--- config.mk ---
export PLATFORM = sky130hd
export DESIGN_NAME = main_control_fsm_flat
export DESIGN_NICKNAME = d
export VERILOG_FILES = /design/src/rtl/main_control_fsm_if.sv /design/src/rtl/main_control_fsm.sv /design/src/flat_wrapper.sv
export SDC_FILE = /design/constraint.sdc
export NUM_CORES = 1
export LEC_CHECK = 0
export BUFFER_PORTS_ARGS = -buffer_cell sky130_fd_sc_hd__buf_4
export CAP_MARGIN = 10
export CORE_MARGIN = 4
export CORE_UTILIZATION = 54
export CTS_CLUSTER_DIAMETER = 120
export DETAILED_ROUTE_END_ITERATION = 7
export PLACE_DENSITY = 0.84
export SETUP_SLACK_MARGIN = 0.3
export SLEW_MARGIN = 40
export SYNTH_ARGS = -nofsm -noshare
export SYNTH_HDL_FRONTEND = slang
export SYNTH_SLANG_ARGS = --single-unit
--- constraint.sdc ---
create_clock -name clk -period 3.1 [get_ports clk]
set_clock_uncertainty 0.1 [all_clocks]
set_input_delay 0.465 -clock clk [delete_from_list [all_inputs] [get_ports clk]]
set_output_delay 0.465 -clock clk [all_outputs]
set_load 0.03 [all_outputs]
--- src/rtl/main_control_fsm_if.sv ---
// Memory-side handshake bundle between the main control FSM and the unified
// instruction/data memory port.
interface main_control_fsm_if;
    logic mem_req;
    logic mem_we;
    logic i_or_d;
    logic mem_ready;

    modport master (
        output mem_req,
        output mem_we,
        output i_or_d,
        input  mem_ready
    );

    modport slave (
        input  mem_req,
        input  mem_we,
        input  i_or_d,
        output mem_ready
    );
endinterface

--- src/rtl/main_control_fsm.sv ---
// Multi-cycle RV32I main control: sequences fetch/decode/execute/memory/writeback
// for R-type, ADDI, LW, SW and BEQ; counts retired instructions, traps on illegal ones.
module main_control_fsm #(
    parameter int unsigned width_instruc = 32,
    parameter int unsigned CNT_W         = 32
) (
    input  logic                     clk,
    input  logic                     rst_n,
    input  logic                     run,
    input  logic [width_instruc-1:0] instruccion,
    main_control_fsm_if.master       mem,
    output logic                     ir_write,
    output logic                     pc_write,
    output logic                     pc_write_cond,
    output logic                     pc_src,
    output logic [1:0]               alu_src_a,
    output logic [1:0]               alu_src_b,
    output logic [1:0]               ALU_OP,
    output logic                     reg_write,
    output logic                     mem_to_reg,
    output logic                     illegal,
    output logic [CNT_W-1:0]         instret
);

    typedef enum logic [3:0] {
        S_IDLE,
        S_FETCH,
        S_DECODE,
        S_EXECUTE,
        S_IMM_EXEC,
        S_ALU_WB,
        S_MEM_ADDR,
        S_MEM_READ,
        S_MEM_WB,
        S_MEM_WRITE,
        S_BRANCH,
        S_TRAP
    } state_t;

    localparam logic [6:0] OP_R    = 7'b0110011;
    localparam logic [6:0] OP_IMM  = 7'b0010011;
    localparam logic [6:0] OP_LOAD = 7'b0000011;
    localparam logic [6:0] OP_STORE = 7'b0100011;
    localparam logic [6:0] OP_BR   = 7'b1100011;

    state_t state_q;
    state_t state_d;
    logic   retire;
    logic   mem_req_q;
    logic   mem_we_q;
    logic   i_or_d_q;
    logic   fetch_done;

    logic [6:0] opcode;
    logic [2:0] funct3;
    logic [6:0] funct7;
    logic       unused_instr_bits;

    assign opcode = instruccion[6:0];
    assign funct3 = instruccion[14:12];
    assign funct7 = instruccion[31:25];
    // Register/immediate fields belong to the datapath, not to control.
    assign unused_instr_bits = ^instruccion;

    function automatic state_t decode_target(input logic [6:0] op,
                                             input logic [2:0] f3,
                                             input logic [6:0] f7);
        case (op)
            OP_R: begin
                if ((f7 == 7'b0000000 && (f3 == 3'b000 || f3 == 3'b110 || f3 == 3'b111)) ||
                    (f7 == 7'b0100000 && f3 == 3'b000))
                    return S_EXECUTE;
                return S_TRAP;
            end
            OP_IMM:   return (f3 == 3'b000) ? S_IMM_EXEC : S_TRAP;
            OP_LOAD:  return (f3 == 3'b010) ? S_MEM_ADDR : S_TRAP;
            OP_STORE: return (f3 == 3'b010) ? S_MEM_ADDR : S_TRAP;
            OP_BR:    return (f3 == 3'b000) ? S_BRANCH   : S_TRAP;
            default:  return S_TRAP;
        endcase
    endfunction

    always_comb begin
        state_d = state_q;
        retire  = 1'b0;
        case (state_q)
            S_IDLE:      if (run) state_d = S_FETCH;
            S_FETCH:     if (mem.mem_ready) state_d = S_DECODE;
            S_DECODE:    state_d = decode_target(opcode, funct3, funct7);
            S_EXECUTE:   state_d = S_ALU_WB;
            S_IMM_EXEC:  state_d = S_ALU_WB;
            S_ALU_WB:    retire  = 1'b1;
            S_MEM_ADDR:  state_d = (opcode == OP_LOAD) ? S_MEM_READ : S_MEM_WRITE;
            S_MEM_READ:  if (mem.mem_ready) state_d = S_MEM_WB;
            S_MEM_WB:    retire  = 1'b1;
            S_MEM_WRITE: if (mem.mem_ready) retire = 1'b1;
            S_BRANCH:    retire  = 1'b1;
            S_TRAP:      state_d = S_TRAP;
            default:     state_d = S_IDLE;
        endcase
        if (retire) state_d = run ? S_FETCH : S_IDLE;
    end

    // Moore outputs are registered by decoding the next state, so each output
    // register already holds the value for the state being entered.
    always_ff @(posedge clk or negedge rst_n) begin
        if (!rst_n) begin
            state_q       <= S_IDLE;
            instret       <= '0;
            mem_req_q     <= 1'b0;
            mem_we_q      <= 1'b0;
            i_or_d_q      <= 1'b0;
            pc_write_cond <= 1'b0;
            pc_src        <= 1'b0;
            alu_src_a     <= '0;
            alu_src_b     <= '0;
            ALU_OP        <= '0;
            reg_write     <= 1'b0;
            mem_to_reg    <= 1'b0;
            illegal       <= 1'b0;
        end else begin
            state_q <= state_d;
            if (retire) instret <= instret + CNT_W'(1);

            mem_req_q     <= 1'b0;
            mem_we_q      <= 1'b0;
            i_or_d_q      <= 1'b0;
            pc_write_cond <= 1'b0;
            pc_src        <= 1'b0;
            alu_src_a     <= 2'b00;
            alu_src_b     <= 2'b00;
            ALU_OP        <= 2'b00;
            reg_write     <= 1'b0;
            mem_to_reg    <= 1'b0;
            illegal       <= 1'b0;

            case (state_d)
                S_FETCH: begin
                    mem_req_q <= 1'b1;
                    alu_src_b <= 2'b01;
                end
                S_DECODE: begin
                    alu_src_a <= 2'b10;
                    alu_src_b <= 2'b10;
                end
                S_EXECUTE: begin
                    alu_src_a <= 2'b01;
                    ALU_OP    <= 2'b10;
                end
                S_IMM_EXEC, S_MEM_ADDR: begin
                    alu_src_a <= 2'b01;
                    alu_src_b <= 2'b10;
                end
                S_ALU_WB: reg_write <= 1'b1;
                S_MEM_READ: begin
                    mem_req_q <= 1'b1;
                    i_or_d_q  <= 1'b1;
                end
                S_MEM_WB: begin
                    reg_write  <= 1'b1;
                    mem_to_reg <= 1'b1;
                end
                S_MEM_WRITE: begin
                    mem_req_q <= 1'b1;
                    mem_we_q  <= 1'b1;
                    i_or_d_q  <= 1'b1;
                end
                S_BRANCH: begin
                    alu_src_a     <= 2'b01;
                    ALU_OP        <= 2'b01;
                    pc_write_cond <= 1'b1;
                    pc_src        <= 1'b1;
                end
                S_TRAP:  illegal <= 1'b1;
                default: ;
            endcase
        end
    end

    // IR/PC loads must line up with the cycle the fetch data actually arrives.
    assign fetch_done = (state_q == S_FETCH) && mem.mem_ready;
    assign ir_write   = fetch_done;
    assign pc_write   = fetch_done;

    assign mem.mem_req = mem_req_q;
    assign mem.mem_we  = mem_we_q;
    assign mem.i_or_d  = i_or_d_q;

endmodule
--- src/flat_wrapper.sv ---
// flat-port wrapper written by rule: the top's interface ports become plain ports
module main_control_fsm_flat 
#(
    parameter int unsigned width_instruc = 32,
    parameter int unsigned CNT_W         = 32
)
  (clk, rst_n, run, instruccion, ir_write, pc_write, pc_write_cond, pc_src, alu_src_a, alu_src_b, ALU_OP, reg_write, mem_to_reg, illegal, instret, mem_mem_req, mem_mem_we, mem_i_or_d, mem_mem_ready);
  main_control_fsm_if mem_i ();
  input  logic clk;
  input  logic rst_n;
  input  logic run;
  input  logic [width_instruc-1:0] instruccion;
  output logic ir_write;
  output logic pc_write;
  output logic pc_write_cond;
  output logic pc_src;
  output logic [1:0] alu_src_a;
  output logic [1:0] alu_src_b;
  output logic [1:0] ALU_OP;
  output logic reg_write;
  output logic mem_to_reg;
  output logic illegal;
  output logic [CNT_W-1:0] instret;
  output wire logic [$bits(mem_i.mem_req)-1:0] mem_mem_req;
  output wire logic [$bits(mem_i.mem_we)-1:0] mem_mem_we;
  output wire logic [$bits(mem_i.i_or_d)-1:0] mem_i_or_d;
  input wire logic [$bits(mem_i.mem_ready)-1:0] mem_mem_ready;
  assign mem_mem_req = mem_i.mem_req;
  assign mem_mem_we = mem_i.mem_we;
  assign mem_i_or_d = mem_i.i_or_d;
  assign mem_i.mem_ready = mem_mem_ready;
  main_control_fsm #(.width_instruc(width_instruc), .CNT_W(CNT_W)) u_core (.clk(clk), .rst_n(rst_n), .run(run), .instruccion(instruccion), .mem(mem_i), .ir_write(ir_write), .pc_write(pc_write), .pc_write_cond(pc_write_cond), .pc_src(pc_src), .alu_src_a(alu_src_a), .alu_src_b(alu_src_b), .ALU_OP(ALU_OP), .reg_write(reg_write), .mem_to_reg(mem_to_reg), .illegal(illegal), .instret(instret));
endmodule
* Yosys cells after proc, flatten, opt, wreduce, memory -nomap -nowiden *
Index checks and enable logic that the tools add are counted.
W data, S select, Z words.

cells by class
  add/subtract/negate cells = 1
  multipliers = 0
  divide/modulo/power cells = 0
  $lt $le $gt $ge = 0
  equality and inequality tests = 31
  shifts and indexed selects = 0
  mux-type cells = 28
  bitwise logic cells = 0
  reduce and logical (&&, ||, !) cells = 18

operators by type and width
  kind                     number
  $mux W4                  9
  $add A32 B1 Y32 const B  1
  $eq A4 B3 Y1 const B     8
  $eq A4 B4 Y1 const B     8
  $pmux W4 S8              1
  $eq A7 B6 Y1 const B     3
  $eq A4 B2 Y1 const B     4
  $pmux W4 S4              1
  $mux W1                  13
  $pmux W2 S2              3
  $reduce_or A3 Y1         3
  $eq A4 B1 Y1 const B     2
  $reduce_or A2 Y1         4
  $reduce_or A4 Y1         2
  $eq A7 B2 Y1 const B     1
  $eq A7 B5 Y1 const B     1
  $eq A7 B7 Y1 const B     1
  $logic_not A7 Y1         1
  $eq A3 B3 Y1 const B     2
  $logic_not A4 Y1         1
  $eq A3 B2 Y1 const B     1
  $logic_and A1 B1 Y1      3
  $logic_not A3 Y1         1
  $logic_or A1 B1 Y1       3
  $pmux W1 S2              1

storage, ports and cells
  register bits after elaboration = 49
  bits in latches = 0
  bits in writable memories = 0
  memory bits (read-only) = 0
  output and inout port bits = 48
  word-level logic and storage cells = 90
  memories = 0

* Logic depth before layout (Yosys ltp) *
Gate-level depths: netlist of run 1.

  depth after elaboration = 15
  mapped depth = 8
  depth with buffers taken out = 7

* Worst setup path after synthesis of run 1 *
Ideal clock, no wire load.

  kind = flip-flop to output port
  from = reg u_core.state_q[3]
  to = out pc_write
  data arrival time = 1.404 ns
  slack = 1.131 ns
  cell stages (with the launch flop) = 5
  cells stage by stage = dfrtp_1 -> buf_2 -> nor4b_2 -> and2_1 -> buf_4

on the way
  longest elaborated chain between the ends = 2

ends and longest elaborated chain
  element                 RTL line                 text
  start, declared         main_control_fsm.sv:46   state_t state_q;
  start signal, assigned  main_control_fsm.sv:122  state_q <= state_d;
  $eq A4 B1 Y1            main_control_fsm.sv:181  assign fetch_done = (state_q == S_FETCH) && mem.mem_ready;
  $logic_and A1 B1 Y1     main_control_fsm.sv:181
  end, declared           flat_wrapper.sv:14       output logic pc_write;

Every way passes these cells.

* Worst setup path in the final report of run 1 *
  from = reg u_core.state_q[2]
  to = reg u_core.instret[19]

on the way
  longest elaborated chain between the ends = 3

ends and longest elaborated chain
  element                                       RTL line                 text
  $eq A4 B3 Y1 or $eq A4 B4 Y1 (tied branches)  main_control_fsm.sv:86   case (state_q)
  $reduce_or A3 Y1 (no line)                    n/a
  $pmux W1 S2 (*)                               main_control_fsm.sv:86
  end signal, assigned                          main_control_fsm.sv:123  if (retire) instret <= instret + CNT_W'(1);
  end, declared                                 main_control_fsm.sv:22   output logic [CNT_W-1:0] instret

Mark *: on every way between the ends. The rest lies on a longest branch, timed or not.
A chain may end at the register's enable or synchronous reset.

==> results of run 1 <==
==> cells by family after synthesis <==
| family | after synthesis |
|---|---|
| compound gates | 30 |
| xor+xnor | 31 |
| fa+ha+maj | 1 |
| buf+inv | 12 |
| flops | 49 |
| mux | 1 |
| simple gates | 106 |
==> path summary, 6_finish.rpt <==
kind | from | slack [ps] | endpoint
worst max register to register | u_core.state_q[2] | 810 | u_core.instret[19]
worst min-delay path | rst_n | 80 | u_core.instret[13]
min in group clk | mem_mem_ready | 350 | u_core.mem_to_reg
max in group asynchronous | rst_n | 2440 | u_core.alu_src_b[0]
worst min register to register | u_core.instret[31] | 370 | u_core.instret[31]
worst max-delay path | u_core.state_q[2] | 810 | u_core.instret[19]
==> layout by cell type, fill, tap and decap left out, types with 2 or more instances in the layout <==
| cell type | instances |
|---|---|
| o21bai_1 | 2 |
| and3_1 | 12 |
| o21ai_1 | 5 |
| a21oi_1 | 4 |
| nor2b_1 | 2 |
| xor2_1 | 9 |
| clkbuf_8 | 6 |
| and4_1 | 2 |
| nor2_1 | 14 |
| and2_1 | 5 |
| nand2_1 | 27 |
| a31oi_1 | 3 |
| inv_1 | 5 |
| nor4b_2 | 2 |
| nand3_1 | 7 |
| nand2b_1 | 5 |
| nand3b_1 | 3 |
| xnor2_1 | 22 |
| dfrtp_1 | 49 |
| a22oi_1 | 3 |
| nor3_1 | 4 |
| nand4_1 | 9 |
| o21ai_0 | 3 |
| buf_4 | 69 |
| nor3b_1 | 4 |
==> cell type report <==
class,instances,area share
Multi-Input combinational cell,169,0.370
Clock buffer,7,0.0284
Sequential cell,49,0.403
Tap cell,52,0.0214
Timing Repair Buffer,69,0.170
Inverter,5,0.00618
==> metrics by stage <==
| stage | hold WS [ps] | util | power, µW | cell area [µm²] | setup slack (ps) |
|---|---|---|---|---|---|
| 4_1_cts | 94.1 | 0.703 | 2160 | 3040 | 787 |
| 6_report | 75.0 | 0.703 | 2140 | 3040 | 805 |
| 3_5_place_dp | 364 | 0.683 | 1790 | 2950 | 817 |
| 3_3_place_gp | 359 | 0.683 | 1770 | 2950 | 833 |
| 5_1_grt | 114 | 0.703 | 2290 | 3040 | 583 |
| 2_1_floorplan | 69.4 | - | 1510 | 2410 | 1130 |
==> where the power goes <==
group,switching [µW],total (µW),internal [µW]
combinational,525,876,351
clock,185,362,177
sequential,145,899,754
==> critical path: cells and delay by family (launching register included) <==
kind	cells	cell delay, ps
AO/OA/AOI/OAI	1	420
flip-flops	1	540
XOR/XNOR	1	130
AND/OR/NAND/NOR	4	980
==> per-layer routing <==
layer / wire length, µm / vias to the layer above
met5: 0 / -
met4: 51 / 0
met3: 276 / 5
met2: 2490 / 47
met1: 1990 / 929
li1: - / 944
==> impl_results.md, run 1 <==
* Final setup viols at 0
* Compound-Gate Fraction of Synth Area at 0.0961
* 1st-pass router iterations at 4
* Met1 Usage GRT at 0.205
* Pin count of the biggest net entering global routing at 50
* Final slew viol count at 0
* Tcrit/Tclk final at 0.740
* DR iter-0 viols at 71
* Syn Area/Cell at 10.5 µm²
* Grt ovf at 0
* Area Growth Syn to Fin at 26.1%
* Worst EP required at 3180 ps
* # H-tree levels at 2
* Number of instances in the placed design at 344
* Syn Nets at 267
* Largest regs: u_core.instret (32), u_core.state_q (4)
* CP Class: reg2reg
* Min Tclk post-route at 2290 ps
* Initial antenna violation count at 0
* Nets at 336
* FILL cells at 339
* Post-synthesis xor/xnor area fraction at 0.113
* RSZ-0062 raised after global routing: false
* I/O pins at 84
* Largest area contributor in the netlist: dfrtp_1
* Post-CTS Resized at 0
* Synth Flop Type: dfrtp_1
* Width of the chip at 74.8 µm
* Pwr dens at 703 mW/mm²
* Clock tree from TritonCTS: yes
* Largest vdd supply drop at 0.000340 V
* Largest stage delay, worst path at 540 ps
* Slowest CP cell: dfrtp_1
* Register area share after synthesis at 0.509
* Status: finished, final reports clean
* Max Clock Freq at 436 MHz
* Final setup TNS at 0 ps
* ANT cells at 0
* Critical Path Start Type: flip-flop
* Distinct cells, synth at 47
* Relative slew slack at 0.611
* DP HPWL at 3720 µm
* Simple-gate portion of the synthesized area at 0.248
* Crit path DAT at 2380 ps
* Syn. warnings at 0
* Worst-Skew Late Latency at 290 ps
* Reg2Reg Depth at 6
* Share of cells above drive strength 1 at 0.278
* Final hold violation count at 0
* Clock Path Buffers at 2
* Top cells by count, synth: 49 x dfrtp_1, 27 x nand2_1, 22 x xnor2_1
* Post-synth top area share at 0.509
* Ys async rst share at 1.00
* Vias per cell at 5.48
* # hold bufs at CTS at 0
* Worst-path clk slew at 80 ps
* Top post-synthesis cells by area: dfrtp_1 51%, xnor2_1 8.0%, nand2_1 4.2%, xor2_1 3.3%, and3_1 3.1%
* Setup bufs post-CTS at 0
* CP Max Fanout at 15
* Core area at 0.00432 mm²
* Crit end category: flip-flop
* Met3 Use GR at 0.0387
* Buffers on Ports at 68
* Syn Inst Count at 230
* DRC violations left at 0
* Crit-path cells: nand2b_1 -> or2_1 -> a211oi_4 -> and3_1 -> nand3_1 -> xnor2_1
* Die Span Y at 74.8 µm
* # clock sinks at 49
* Drt total wl at 4810 µm
* Post-synthesis adder-cell area fraction at 0.00519
* Mapped Area at 0.00241 mm²
* Leakage power figure at 0.00148 µW
* Global route hottest layer: met2
* GPL Wtd Cong at 0.790
* Initial Utilization at 0.557
* Max FFs per register at 32
* Num CTS Buffers at 5
* Hold WC Path Type: in2async
* Synth Register Bits at 49
* Routing usage on met2 at 0.344
* Clock Tree Root: clkbuf_8
* Worst slew pin tran at 584 ps
* FF/Latch Area at 0.00123 mm²
* Mean routed wirelength per cell at 13.7 µm
* Die area at 0.00560 mm²
* GRT Total Usage at 0.183
* Max_cap viols at 0
* Number of global-route vias before repair at 1842
* First-pass GRT wire length at 7970 µm
* Post-synth EDFFs at 0
* Multi-input logic area at 0.00112 mm²
* Rows at 24
* Largest family of logic cells by synthesized area: simple AND/OR/NAND/NOR gates
* Cell with the most instances after synthesis: dfrtp_1
* Non-Filler Instances at 351
* Post-synthesis mux area share at 0.00467
* Antenna Violating Nets Remaining at 0
* Largest Register: u_core.instret
* Total number of vias at 1925
No activity file was read; power rests on OpenSTA's default activity.
==> run 2: changes to the inputs <==
--- a/config.mk
+++ b/config.mk
@@ -8,10 +8,10 @@
 export BUFFER_PORTS_ARGS = -buffer_cell sky130_fd_sc_hd__buf_4
 export CAP_MARGIN = 10
 export CORE_MARGIN = 4
-export CORE_UTILIZATION = 54
+export CORE_UTILIZATION = 45
 export CTS_CLUSTER_DIAMETER = 120
 export DETAILED_ROUTE_END_ITERATION = 7
-export PLACE_DENSITY = 0.84
+export PLACE_DENSITY = 0.75
 export SETUP_SLACK_MARGIN = 0.3
 export SLEW_MARGIN = 40
 export SYNTH_ARGS = -nofsm -noshare
==> constraint.sdc (replaced) <==
create_clock -name clk -period 1.95 [get_ports clk]
set_clock_uncertainty 0.1 [all_clocks]
set_input_delay 0.2925 -clock clk [delete_from_list [all_inputs] [get_ports clk]]
set_output_delay 0.2925 -clock clk [all_outputs]
set_load 0.03 [all_outputs]
==> run 2 against run 1 <==
The flow now finishes with violations (setup timing). Wire length grew 26%. Hold slack gained 100 ps. Via count grew 10%. Sequential share of layout area shrank 7.8 points. Total power grew 120%. Critical path depth is the same. First-iteration DRC count grew 31%.
==> impl_results.md, run 2 (same netlist as run 1, synthesis figures left out) <==
* Status: complete, but fails checks
* Failing checks: setup timing
* Max Clock Freq at 500 MHz
* # H-tree levels at 2
* Worst-Skew Late Latency at 290 ps
* Leading cell types in the layout, fill and taps excluded: 91 x buf_4, 32 x dfrtp_1, 17 x dfrtp_2, 14 x xnor2_1
* Crit path DAT at 2080 ps
* Leakage power figure at 0.00190 µW
* Vias per cell at 5.23
* Slowest CP cell: dfrtp_2
* Mean routed wirelength per cell at 15.0 µm
* Hold WC Path Type: in2reg
* Top cell family by delay on the critical path: simple AND/OR/NAND/NOR gates
* Final hold violation count at 0
* Rows at 26
* CP bufs+invs at 0
* FILL cells at 352
* Multi-input logic area at 0.00152 mm²
* ANT cells at 0
* Die area at 0.00659 mm²
* Worst slew pin tran at 594 ps
* First-pass GRT wire length at 9690 µm
* Critical Path Start Type: flip-flop
* Crit-path cells: nand2b_1 -> or2_4 -> a211oi_4 -> and3_4 -> nand3_2 -> xnor2_1
* Final setup viols at 11
* Commonest non-fill, non-tap cell in the layout: buf_4
* DR iter-0 viols at 93
* RSZ-0062 raised after global routing: true
* Drt total wl at 6080 µm
* Nets at 372
* Pwr dens at 1210 mW/mm²
* Max FFs per register at 32
* Final worst slack at -51.5 ps
* GRT Total Usage at 0.188
* Clock Path Buffers at 2
* Core area at 0.00514 mm²
* Grt ovf at 0
* Number of global-route vias before repair at 2096
* DP HPWL at 3970 µm
* Final slew viol count at 0
* Num CTS Buffers at 5
* 1st-pass router iterations at 4
* Buffers on Ports at 68
* Largest stage delay, worst path at 450 ps
* Place WS at -103 ps
* # clock sinks at 49
* FF/Latch Area at 0.00125 mm²
* Min Tclk post-route at 2000 ps
* Die Span Y at 81.2 µm
* GPL Wtd Cong at 0.755
* Relative slew slack at 0.604
* Largest Register: u_core.instret
* Largest vdd supply drop at 0.000522 V
* Worst EP required at 2030 ps
* Pin count of the biggest net entering global routing at 50
* Clock tree from TritonCTS: yes
* Initial Utilization at 0.469
* Width of the chip at 81.2 µm
* Share of cells above drive strength 1 at 0.589
* CP Class: reg2reg
* Worst-path clk slew at 90 ps
* Overall power at 4650 µW
* Total number of vias at 2122
* Largest regs: u_core.instret (32), u_core.state_q (4)
* Crit end category: flip-flop
* Initial antenna violation count at 0
* Area Growth Syn to Fin at 58.9%
* I/O pins at 84
* Antenna Violating Nets Remaining at 0
* CP Max Fanout at 6
* Clock Tree Root: clkbuf_8
* DRC violations left at 0
* Max_cap viols at 0
* Tcrit/Tclk final at 1.03
-- run 2: changes by cell type in the layout (fill, tap and decap cells not counted), moves of 8 or more --
| cell | delta |
|---|---|
| nand2_1 | -14 |
| xnor2_2 | +8 |
| buf_4 | +22 |
| nand2_4 | +10 |
| buf_6 | +13 |
| dfrtp_1 | -17 |
| xnor2_1 | -8 |
| dfrtp_2 | +17 |
-- run 2: area by class of cell --
type,count,area share
clock buffers,7,0.0225
clock inverters,1,0.00784
inverters,5,0.00556
multi-input cells,169,0.396
flip-flops and latches,49,0.326
well taps,70,0.0229
repair buffers,105,0.219
-- run 2: timing repair --
| item | 4_1_cts | 5_1_grt |
|---|---|---|
| gates resized for setup | 42 | 48 |
| hold endpoints to repair | 49 | 0 |
| setup endpoints to repair | 46 | 47 |
| hold buffers | 1 | 0 |
| cloned | 0 | 0 |
| buffers inserted | 7 | 8 |
| pin swaps | 22 | 27 |
-- run 2: path summary, 6_finish.rpt --
check,start,to,slack (ps),depth (start not counted)
worst max-delay path,u_core.state_q[2],u_core.instret[21],-50,6
worst min-delay path,mem_mem_ready,u_core.mem_to_reg,180,3
worst max register to register,u_core.state_q[2],u_core.instret[21],-50,6
worst min register to register,u_core.instret[31],u_core.instret[31],380,1
max in group asynchronous,rst_n,u_core.state_q[1],870,2
min in group asynchronous,rst_n,u_core.instret[11],450,2
-- run 2: power breakdown --
group,total (µW),switching [µW],internal (µW)
sequential,1410,198,1210
clock,740,321,418
combinational,2500,1290,1210
total,4650,1810,2840
-- run 2: worst min-delay path, stage by stage --
cell and delay (ps):
buf_4 150, nand2_1 70, nor2_1 30
-- run 2: routing by layer --
metal  global-route usage  vias up  wire (µm)
li1                     -     1015          -
met1                0.223     1041       2420
met2                0.343       57       3300
met3               0.0333        9        265
met4               0.0574        0         94
met5                    0        -          0
-- run 2: metrics by stage --
stage          TNS (ps)  instance area, µm²  hold slack [ps]  std cells  utilization
2_1_floorplan         0                2470             -103        230            -
3_3_place_gp       -303                3180              236        382        0.618
3_5_place_dp       -450                3180              241        382        0.618
4_1_cts               0                3540              172        398        0.688
5_1_grt           -1860                3830              211        406        0.745
6_report           -268                3830              179        406        0.745
==> run 3: changes to the inputs <==
--- a/config.mk
+++ b/config.mk
@@ -8,10 +8,10 @@
 export BUFFER_PORTS_ARGS = -buffer_cell sky130_fd_sc_hd__buf_4
 export CAP_MARGIN = 10
 export CORE_MARGIN = 4
-export CORE_UTILIZATION = 45
+export CORE_UTILIZATION = 30
 export CTS_CLUSTER_DIAMETER = 120
 export DETAILED_ROUTE_END_ITERATION = 7
-export PLACE_DENSITY = 0.75
+export PLACE_DENSITY = 0.53
 export SETUP_SLACK_MARGIN = 0.3
 export SLEW_MARGIN = 40
 export SYNTH_ARGS = -nofsm -noshare
==> run 3 against run 2 <==
Global-route usage down 6.6 points. Register-to-register slack about the same. Hold slack better by 120 ps. The flow still finishes with violations (setup timing). Sequential power about the same. Final cell count up 8.6%.
==> impl_results.md, run 3 (same netlist as run 1, synthesis figures left out) <==
* Worst-path clk slew at 80 ps
* Final worst slack at -51.1 ps
* FILL cells at 768
* Final setup viols at 9
* Critical Path Start Type: flip-flop
* Initial antenna violation count at 0
* First-pass GRT wire length at 9610 µm
* 1st-pass router iterations at 4
* CP Max Fanout at 6
* Number of global-route vias before repair at 2030
* Vias per cell at 4.73
* Worst-Skew Late Latency at 300 ps
* Worst slew pin tran at 606 ps
* Largest stage delay, worst path at 480 ps
* Largest Register: u_core.instret
* Top cell family by delay on the critical path: simple AND/OR/NAND/NOR gates
* Initial Utilization at 0.310
* # clock sinks at 49
* RSZ-0062 raised after global routing: true
* Area Growth Syn to Fin at 52.1%
* Clock tree from TritonCTS: yes
* Clock Tree Root: clkbuf_8
* DRC violations left at 0
* Leading cell types in the layout, fill and taps excluded: 101 x buf_4, 32 x dfrtp_1, 23 x nand2_1, 21 x xnor2_1, 17 x dfrtp_2
* Max Clock Freq at 500 MHz
* Slowest CP cell: dfrtp_2
* Width of the chip at 97.6 µm
* Pwr dens at 1190 mW/mm²
* CP bufs+invs at 2
* Final slew viol count at 0
* Rows at 32
* I/O pins at 84
* Final setup TNS at -254 ps
* Buffers on Ports at 68
* Leakage power figure at 0.00169 µW
* Pin count of the biggest net entering global routing at 50
* Crit end category: flip-flop
* Tcrit/Tclk final at 1.03
* Max FFs per register at 32
* Nets at 375
* Commonest non-fill, non-tap cell in the layout: buf_4
* Num CTS Buffers at 5
* Share of cells above drive strength 1 at 0.522
* ANT cells at 0
* CP Class: reg2reg
* Final hold violation count at 0
* Drt total wl at 5810 µm
* GRT Total Usage at 0.122
* FF/Latch Area at 0.00125 mm²
* Worst hold margin at 303 ps
* DR iter-0 viols at 22
* Grt ovf at 0
* Max_cap viols at 0
* Relative slew slack at 0.596
* Clock Path Buffers at 2
* # H-tree levels at 2
* Hold WC Path Type: in2reg
* Failing checks: setup timing
* Status: complete, but fails checks
* Total number of vias at 2084
* GPL Wtd Cong at 0.807
* CP most frequent cell: buf_4
* Multi-input logic area at 0.00134 mm²
* Die area at 0.00953 mm²
* DP HPWL at 4220 µm
* Mean routed wirelength per cell at 13.2 µm
* Worst EP required at 2040 ps
* Core area at 0.00777 mm²
* Min Tclk post-route at 2000 ps
* Crit path DAT at 2090 ps
* Largest vdd supply drop at 0.000325 V
* Crit-path cells: nor4b_4 -> and4b_1 -> o41ai_2 -> buf_4 -> a41oi_4 -> buf_4 -> nor3_1
* Antenna Violating Nets Remaining at 0
* Largest regs: u_core.instret (32), u_core.state_q (4)
* Die Span Y at 97.6 µm
[run 3: cell count changes in the layout (fill, tap and decap cells not counted), sizes merged]
| cell | change |
|---|---|
| buf | +3 |
| bufinv | -1 |
| clkinvlp | +1 |
[run 3: layout make-up]
type                    instances  area share
well taps                     102      0.0348
inverters                       5     0.00580
clock inverters                 1     0.00205
multi-input cells             169       0.366
repair buffers                108       0.228
clock buffers                   7      0.0235
flip-flops and latches         49       0.340
[run 3: final timing paths]
path / startpoint / to / slack, ps / cells after the start
setup / recovery: u_core.state_q[2] / u_core.ALU_OP[1] / -50 / 7
hold / removal: instruccion[6] / u_core.state_q[2] / 300 / 4
setup reg to reg: u_core.state_q[2] / u_core.ALU_OP[1] / -50 / 7
hold reg to reg: u_core.instret[31] / u_core.instret[31] / 380 / 1
max in group asynchronous: rst_n / u_core.state_q[0] / 850 / 2
min in group asynchronous: rst_n / u_core.instret[14] / 460 / 2
[run 3: worst min-delay path, cell delays in order]
cell and delay (ps):
buf_4 120, nor2b_1 60, nand4_1 100, a21oi_2 90
[run 3: routing by layer]
layer / vias to the layer above / wire [µm] / share of wire / track usage
met4: 0 / 85 / 0.015 / 0.0426
li1: 1025 / - / - / -
met1: 996 / 2550 / 0.44 / 0.148
met3: 9 / 299 / 0.051 / 0.0337
met5: - / 0 / 0 / 0
met2: 54 / 2880 / 0.50 / 0.208
[run 3: through the flow]
stage | setup slack (ps) | std cells | power [µW] | area (µm²) | utilization
floorplan | 39.0 | 230 | 2440 | 2470 | -
global placement | -124 | 420 | 3130 | 3260 | 0.420
detailed placement | -113 | 420 | 3140 | 3260 | 0.420
CTS | -26.4 | 433 | 3920 | 3470 | 0.447
global route | -152 | 441 | 4630 | 3670 | 0.472
finish | -51.1 | 441 | 4380 | 3670 | 0.472
[run 3: timing repair]
action                                  CTS  global route
endpoints found under the setup margin   46            47
hold buffers                              1             0
resized for setup                        17            30
endpoints found under the hold margin    49             0
pin swaps                                10            20
setup buffers                             4             8
[run 3: power breakdown]
group	total (µW)	switching (µW)	internal, µW
logic	2370	1220	1150
registers	1390	180	1210
clock network	619	331	289
total	4380	1730	2650
